--- config.mk ---
export PLATFORM = sky130hd
export DESIGN_NAME = avl_bus_arbiter
export DESIGN_NICKNAME = d
export VERILOG_FILES = /design/src/rtl/avl_arb_pkg.sv /design/src/rtl/avl_arb_select.sv /design/src/rtl/avl_bus_arbiter_chk.sv /design/src/rtl/avl_bus_arbiter.sv
export SDC_FILE = /design/constraint.sdc
export NUM_CORES = 1
export LEC_CHECK = 0
export CAP_MARGIN = 0
export CORE_AREA = 2 2 108 110
export DETAILED_ROUTE_END_ITERATION = 10
export DIE_AREA = 0 0 110 112
export PLACE_DENSITY_LB_ADDON = 0.12
export SLEW_MARGIN = 15
export SYNTH_ARGS = -nofsm -noshare
export SYNTH_HDL_FRONTEND = slang
export SYNTH_SLANG_ARGS = --single-unit
--- constraint.sdc ---
create_clock -name clk -period 2.4 [get_ports clk]
set_input_delay 0.24 -clock clk [delete_from_list [all_inputs] [get_ports clk]]
set_output_delay 0.24 -clock clk [all_outputs]
set_load 0.05 [all_outputs]
--- src/rtl/avl_arb_pkg.sv ---
// Shared types and constants for the two-requester Avalon-MM bus arbiter.
// Optional round-robin arbitration is selected with the ARB_ROUND_ROBIN_EN macro.
package avl_arb_pkg;

   typedef enum logic {
      IDLE = 1'b0,
      BUSY = 1'b1
   } state_t;

   localparam logic [1:0] GRANT_NONE = 2'b00;
   localparam logic [1:0] GRANT_I    = 2'b01;
   localparam logic [1:0] GRANT_D    = 2'b10;

   localparam logic [3:0] FULL_BE    = 4'hF;

endpackage

--- src/rtl/avl_arb_select.sv ---
// Combinational winner picker for the bus arbiter: fixed priority by default,
// pointer-based round-robin when ARB_ROUND_ROBIN_EN is defined.
module avl_arb_select
   import avl_arb_pkg::*;
#(
   parameter int DATA_PRIORITY = 1
) (
   input  logic       i_pend,
   input  logic       d_pend,
`ifdef ARB_ROUND_ROBIN_EN
   input  logic       rr_ptr,
`endif
   output logic [1:0] win
);

   // A lone pending requester always wins; ties go to the pointer or the fixed priority.
   always_comb begin
      win = GRANT_NONE;
      if (i_pend && d_pend) begin
`ifdef ARB_ROUND_ROBIN_EN
         win = rr_ptr ? GRANT_D : GRANT_I;
`else
         win = (DATA_PRIORITY != 0) ? GRANT_D : GRANT_I;
`endif
      end else if (d_pend) begin
         win = GRANT_D;
      end else if (i_pend) begin
         win = GRANT_I;
      end else begin
         win = GRANT_NONE;
      end
   end

endmodule

--- src/rtl/avl_bus_arbiter_chk.sv ---
// Simulation checker for the arbiter's data requester: flags a request that
// asserts read and write together (the arbiter performs the write only).
module avl_bus_arbiter_chk (
   input  logic clk,
   input  logic reset,
   input  logic d_read,
   input  logic d_write
);

   logic [15:0] conflict_count;

   // Count and report every cycle the data requester presents read and write together.
   always_ff @(posedge clk or posedge reset) begin
      if (reset) begin
         conflict_count <= 16'd0;
      end else if (d_read && d_write) begin
         conflict_count <= conflict_count + 16'd1;
         $warning("avl_bus_arbiter: d_read and d_write both high, read ignored");
      end
   end

endmodule

--- src/rtl/avl_bus_arbiter.sv ---
// Two-requester Avalon-MM arbiter: instruction fetch and data access share one
// registered master port. Define ARB_ROUND_ROBIN_EN for round-robin tie breaking.
module avl_bus_arbiter
   import avl_arb_pkg::*;
#(
   parameter int ADDR_W        = 32,
   parameter int DATA_W        = 32,
   parameter int DATA_PRIORITY = 1
) (
   input  logic                clk,
   input  logic                reset,
   input  logic                i_read,
   input  logic [ADDR_W-1:0]   i_address,
   output logic [DATA_W-1:0]   i_readdata,
   output logic                i_waitrequest,
   input  logic                d_read,
   input  logic                d_write,
   input  logic [ADDR_W-1:0]   d_address,
   input  logic [DATA_W/8-1:0] d_byteenable,
   input  logic [DATA_W-1:0]   d_writedata,
   output logic [DATA_W-1:0]   d_readdata,
   output logic                d_waitrequest,
   output logic [ADDR_W-1:0]   address,
   output logic                read,
   output logic                write,
   output logic [DATA_W/8-1:0] byteenable,
   output logic [DATA_W-1:0]   writedata,
   input  logic [DATA_W-1:0]   readdata,
   input  logic                waitrequest,
   output logic [1:0]          grant
);

   localparam int BE_W = DATA_W / 8;

   state_t     state;
   state_t     state_next;
   logic [1:0] win;
   logic       load;
   logic       done;
   logic       i_done;
   logic       d_done;

`ifdef ARB_ROUND_ROBIN_EN
   logic       rr_ptr;
`endif

   avl_arb_select #(
      .DATA_PRIORITY (DATA_PRIORITY)
   ) u_select (
      .i_pend (i_read),
      .d_pend (d_read | d_write),
`ifdef ARB_ROUND_ROBIN_EN
      .rr_ptr (rr_ptr),
`endif
      .win    (win)
   );

   // Next-state logic: grant on any pending request, release on a non-stalled bus cycle.
   always_comb begin
      state_next = state;
      load       = 1'b0;
      done       = 1'b0;
      case (state)
         IDLE: begin
            if (win != GRANT_NONE) begin
               load       = 1'b1;
               state_next = BUSY;
            end else begin
               state_next = IDLE;
            end
         end
         BUSY: begin
            if (!waitrequest) begin
               done       = 1'b1;
               state_next = IDLE;
            end else begin
               state_next = BUSY;
            end
         end
         default: begin
            state_next = IDLE;
         end
      endcase
   end

   // State register.
   always_ff @(posedge clk or posedge reset) begin
      if (reset) begin
         state <= IDLE;
      end else begin
         state <= state_next;
      end
   end

   // Master registers: loaded once per grant, held through waitrequest, command cleared on completion.
   always_ff @(posedge clk or posedge reset) begin
      if (reset) begin
         grant      <= GRANT_NONE;
         address    <= '0;
         read       <= 1'b0;
         write      <= 1'b0;
         byteenable <= '0;
         writedata  <= '0;
      end else if (load) begin
         grant <= win;
         if (win == GRANT_D) begin
            address    <= d_address;
            byteenable <= d_byteenable;
            writedata  <= d_writedata;
            write      <= d_write;
            read       <= d_read & ~d_write;
         end else begin
            address    <= i_address;
            byteenable <= {BE_W{1'b1}};
            writedata  <= '0;
            write      <= 1'b0;
            read       <= 1'b1;
         end
      end else if (done) begin
         grant <= GRANT_NONE;
         read  <= 1'b0;
         write <= 1'b0;
      end
   end

`ifdef ARB_ROUND_ROBIN_EN
   // Pointer favours the requester that did not own the bus last.
   always_ff @(posedge clk or posedge reset) begin
      if (reset) begin
         rr_ptr <= 1'b1;
      end else if (done) begin
         rr_ptr <= (grant == GRANT_I);
      end
   end
`endif

   assign i_done        = (state == BUSY) && (grant == GRANT_I) && !waitrequest;
   assign d_done        = (state == BUSY) && (grant == GRANT_D) && !waitrequest;
   assign i_waitrequest = !i_done;
   assign d_waitrequest = !d_done;
   assign i_readdata    = i_done ? readdata : '0;
   assign d_readdata    = d_done ? readdata : '0;

   avl_bus_arbiter_chk u_chk (
      .clk     (clk),
      .reset   (reset),
      .d_read  (d_read),
      .d_write (d_write)
   );

endmodule

* After elaboration in Yosys (flattened, before gate mapping) *
Index checks and enable logic that the tools add are counted.

storage, ports and cells
  register bits = 73
  bits in latches = 0
  RAM bits = 0
  memory bits (read-only) = 0
  output and inout port bits = 138
  word-level logic and storage cells = 45
  memories kept = 0

operators by class
  add/subtract/negate cells = 0
  multipliers = 0
  div/mod/pow operators = 0
  magnitude comparators = 0
  equal/unequal tests = 3
  shift-type cells = 0
  mux-type cells = 21
  bitwise operators = 4
  reduce and logical (&&, ||, !) cells = 10

operators with widths
  kind                number
  $mux 32             4
  $mux 1              11
  $mux 2              4
  $logic_and 1x1->1   5
  $eq 2x2->1 const B  2
  $mux 4              1
  $reduce_bool 2->1   2
  $logic_not 1->1     3
  $eq 2x1->1 const B  1
  $not 1->1           2
  $pmux 1 s2          1
  $and 1x1->1         1
  $or 1x1->1          1

* Longest topological paths before layout *
  word-level depth = 7
  depth in mapped cells = 5
  depth with buffers taken out = 3

* Cells and area by module *
From an unflattened synthesis, not the netlist that was laid out.

second synthesis, totals
  cell total of the unflattened synthesis = 361
  area total of the unflattened synthesis = 3579.7 um2

modules (own cells, without submodules)
  module           times used  cells each  area an instance (um2)  sequential area each (um2)
  avl_bus_arbiter  1           359         3569.7                  1826.8
  avl_arb_select   1           2           10.0                    0.0

* Least setup slack after synthesis *
Ideal clock, no wire load.

  path type = reg-to-output
  start point = reg grant[0]
  end point = out i_readdata[22]
  arrival time = 1.670 ns
  required time = 2.160 ns
  path slack = 0.490 ns
  stages on the path, launching flop included = 4
  cell sequence = dfrtp_1 -> nor3b_2 -> clkbuf_1 -> and2_1

on the way
  longest elaborated chain between the ends = 4

RTL lines
  what                             RTL line                text
  start, declared                  avl_bus_arbiter.sv:30   output logic [1:0] grant
  start signal, assigned           avl_bus_arbiter.sv:105  grant <= win;
  $eq 2x1->1                       avl_bus_arbiter.sv:137  assign i_done = (state == BUSY) && (grant == GRANT_I) && !waitrequest;
  $logic_and 1x1->1 (2 in series)  avl_bus_arbiter.sv:137
  $mux 32                          avl_bus_arbiter.sv:141  assign i_readdata = i_done ? readdata : '0;
  end, declared                    avl_bus_arbiter.sv:14   output logic [DATA_W-1:0] i_readdata,

Every way passes these cells.

* Worst setup path after layout *
  start point = in waitrequest
  end point = out i_readdata[4]

on the way
  longest elaborated chain between the ends = 3

RTL lines
  what               RTL line                text
  start, declared    avl_bus_arbiter.sv:29   input logic waitrequest,
  $logic_not 1->1    avl_bus_arbiter.sv:137
  $logic_and 1x1->1  avl_bus_arbiter.sv:137
  $mux 32            avl_bus_arbiter.sv:141

Every way passes these cells.

==> results by stage <==
Drt:
- Dividing the detail-routed via count by the number of cells gives 4.77.
- The total vias in the final route is 3499.
- In the final routed layout, each cell accounts on average for 18.1 um.
- For this run, the detailed router's first-pass iteration total came to 4.
- The overall routed net length is 13300 um.
- The number of remaining DRC errors is 0.
- In this run the remaining antenna-violating nets after routing total 0.
- The detailed router's first-iteration violation count is 161.

Layout:
- The area of all placed cells without fillers is 7270 sq um.
- The non-filler instance count after layout is 733.
- The number of inserted diodes is 0.
- The share of the core filled with cells is 65.1%.
- The area growth from synthesis to layout is 107%.
- Leaving out fill and tap cells, the most frequent cells in the layout are sky130_fd_sc_hd__clkdlybuf4s50_1, sky130_fd_sc_hd__dfrtp_1, sky130_fd_sc_hd__o21ai_0.
- The most common library cell in the layout ignoring fill and taps is sky130_fd_sc_hd__clkdlybuf4s50_1.
- The final net count is 724.
- The share of final-layout standard cells stronger than drive strength 1 is 16.1%.

Flow run:
- The tool flagged a number of max-cap violations equal to 0.

Global route:
- The initial antenna violation count is 0.
- Entering global routing, the biggest net connects 44 pins.
- The global routing stage identified its most utilized layer as met2.
- The met2 demand-to-capacity share in global routing is 37.4%.
- The number of global-route vias before repair is 3521.
- The met1 usage in global routing is 25.2%.
- Global routing used 21.3% of the available tracks across all layers.
- The global-route track usage on met3 is 6.15%.
- The first global-routing pass estimated 20100 um of wire.
- The overall overflow remaining after global route is 0.

Placement:
- The placement-stage cell area is 6990 sq um.
- In this run, placement finished with an instance count of 718.
- Port buffering added 275 buffers.
- At the end of routability-driven placement, the weighted congestion stood at 0.805.
- The post-DP HPWL is 10100 um.
- The pre-CTS setup slack is 210 ps.

Synth:
- The distinct cell type count of the synthesized netlist is 21.
- Summing every instance area after synthesis gives 3510 sq um.
- Summed over its instances, the top area cell type makes up 52.0% of the synthesized netlist area.
- Dividing the synthesized area by the synthesized cell count gives 11.0 sq um.
- Yosys attributes the largest share of cell area to sky130_fd_sc_hd__dfrtp_1, sky130_fd_sc_hd__and2_1, sky130_fd_sc_hd__o21ai_0.
- Sequential elements use 52.0% of the synthesized area.
- Synthesis inferred 73 register bits.
- The most area-hungry cell type in the Yosys netlist is sky130_fd_sc_hd__dfrtp_1.
- The post-synthesis cell count is 320.
- When the netlist entered floorplanning its net count stood at 458.
- The Yosys step of the flow raised 0 warnings.

Die:
- The area of the core is 11200 sq um.
- The row count is 39.
- The die outline height is 112 um.
- The die covers 12300 sq um.
- The starting density of the core is 31.4%.
- In this run the horizontal extent of the chip is 110 um.
- 276 I/O pins were placed.

Timing:
- Setup repair after global routing left no endpoint under its margin.
- In the post-route analysis, the smallest setup slack over all paths is 374 ps.
- The number of hold violations in the final report is 0.
- For the pin with the worst max-slew slack, the measured transition is 1050 ps.
- The post-layout minimum cycle time is 2030 ps.
- For the final routed database, the setup TNS stands at 0 ps.
- Timing would allow up to 494 MHz.
- The worst hold margin is 308 ps.
- In this run the tightest slew margin relative to its limit is 30.3%.
- Setup violations remaining at the end of the flow were counted as 0.
- The number of max-slew violations in the final report is 0.
- After layout, the worst path uses 84.4% of the clock period.
- The maximum clock skew at final layout is 2.95 ps.

Power:
- The switching component of the power is 4.30 mW.
- The cell area power density is 1220 nW/um^2.
- After layout, the design draws a total of 8.89 mW.
- Of the total power, the clock network draws 14.5%.
- The worst-case IR drop observed on VDD is 0.852 mV.
- The internal power of the cells totals 4.59 mW.
- The power share of the combinational group is 61.0%.
- The portion of total power attributed to sequential cells is 24.6%.
- The fraction of power spent switching nets is 48.4%.
- The static leakage is 3.12 nW.

Worst setup path:
- The reg-to-reg setup timing slack is 960 ps.
- At the worst endpoint, the required time is 2160 ps.
- The worst setup path is of the input pin to output pin kind.
- STA classifies the critical path startpoint as an input pin.
- STA classifies the critical path endpoint as an output pin.
- The largest driver fanout on the critical path is 33.
- The signal arrival time at the worst endpoint is 1790 ps.

Clocking:
- The TritonCTS clock tree is built.
- The later pin in the worst-skew pair is clocked with a latency of 320 ps.
- The clock sink total is 73.
- The number of gates resized after CTS was 0.
- The maximum number of buffers from clock root to sink is 2.
- The post-CTS clock slew at the launch and capture registers of the worst setup and hold paths is 60 ps.
- The clock tree synthesis step divided the H-tree into 3 levels.
- The buffer cell driving the clock tree root is sky130_fd_sc_hd__clkbuf_16.
- TritonCTS created 9 clock buffers.
- The count of hold buffers inserted by post-cts repair is 0.
- Buffers added to address setup during post-CTS repair amount to 0.

Worst hold path:
- The path category of the worst min-delay check is input pin to async pin.

Status:
- The run finished with clean final reports.
[cell usage after synthesis]
master                      n
sky130_fd_sc_hd__nand2b_2   1
sky130_fd_sc_hd__buf_6      8
sky130_fd_sc_hd__buf_4      1
sky130_fd_sc_hd__nor3_4     1
sky130_fd_sc_hd__o211ai_1   1
sky130_fd_sc_hd__buf_2      4
sky130_fd_sc_hd__inv_1      3
sky130_fd_sc_hd__a22o_1    33
sky130_fd_sc_hd__nor2_1     4
sky130_fd_sc_hd__nor3b_2    2
sky130_fd_sc_hd__clkbuf_1  15
sky130_fd_sc_hd__and2_1    64
sky130_fd_sc_hd__nand2b_1   1
sky130_fd_sc_hd__o32a_1     4
sky130_fd_sc_hd__or2_4      1
sky130_fd_sc_hd__nand2_1    3
sky130_fd_sc_hd__dfrtp_1   73
sky130_fd_sc_hd__a31o_2     1
sky130_fd_sc_hd__o21ai_0   67
sky130_fd_sc_hd__mux2i_1   32
sky130_fd_sc_hd__or2_2      1
[critical path, stage by stage]
cell and delay [ps]:
sky130_fd_sc_hd__clkdlybuf4s50_1 420, sky130_fd_sc_hd__nand2b_2 240, sky130_fd_sc_hd__nor3b_2 170, sky130_fd_sc_hd__buf_4 310, sky130_fd_sc_hd__and2_1 250, sky130_fd_sc_hd__buf_12 150
[worst paths after layout]
kind / from / end / cells past startpoint
worst max register to register: state / grant[1] / 4
worst min register to register: byteenable[3] / byteenable[3] / 1
max in group asynchronous: reset / writedata[30] / 3
worst max-delay path: waitrequest / i_readdata[4] / 6
min in group clk: byteenable[3] / byteenable[3] / 1
worst min-delay path: reset / address[21] / 2
[state kept, by name, indices dropped and copies added, names as in the netlist]
signal      cells
address        32
byteenable      4
grant           2
read            1
state           1
write           1
writedata      32
[routing by layer]
metal	up-vias	wire, um
met5	-	0
met4	0	166
met3	14	1150
met2	152	6870
met1	1666	5120
li1	1667	-
[power by group through the flow]
stage                     sequential (mW)  combinational, mW  clock, mW
final                                2.19               5.42       1.29
after global routing                 2.27               5.65       1.36
after CTS                            2.19               5.46       1.31
after detailed placement             2.18               5.46          0
after global placement               2.17               5.41          0
after floorplan                      4.25               1.25          0
[cells by family (layout without fill, tap and decap cells)]
| kind of cell | Yosys count | after routing | share of synthesized area, % |
|---|---|---|---|
| simple gates | 78 | 78 | 14.2 |
| buf+inv | 31 | 301 | 5.27 |
| mux | 32 | 32 | 9.12 |
| flops | 73 | 73 | 52.0 |
| compound gates | 106 | 106 | 19.4 |
[area by class of cell]
class	instances	area, sq um
fillers	938	3900
clock buffers	12	236
repair buffers	283	3470
clock inverters	3	42.5
well taps	143	179
multi-input cells	216	1500
inverters	3	12.5
flip-flops and latches	73	1830
(Power assumes the default switching activity.)
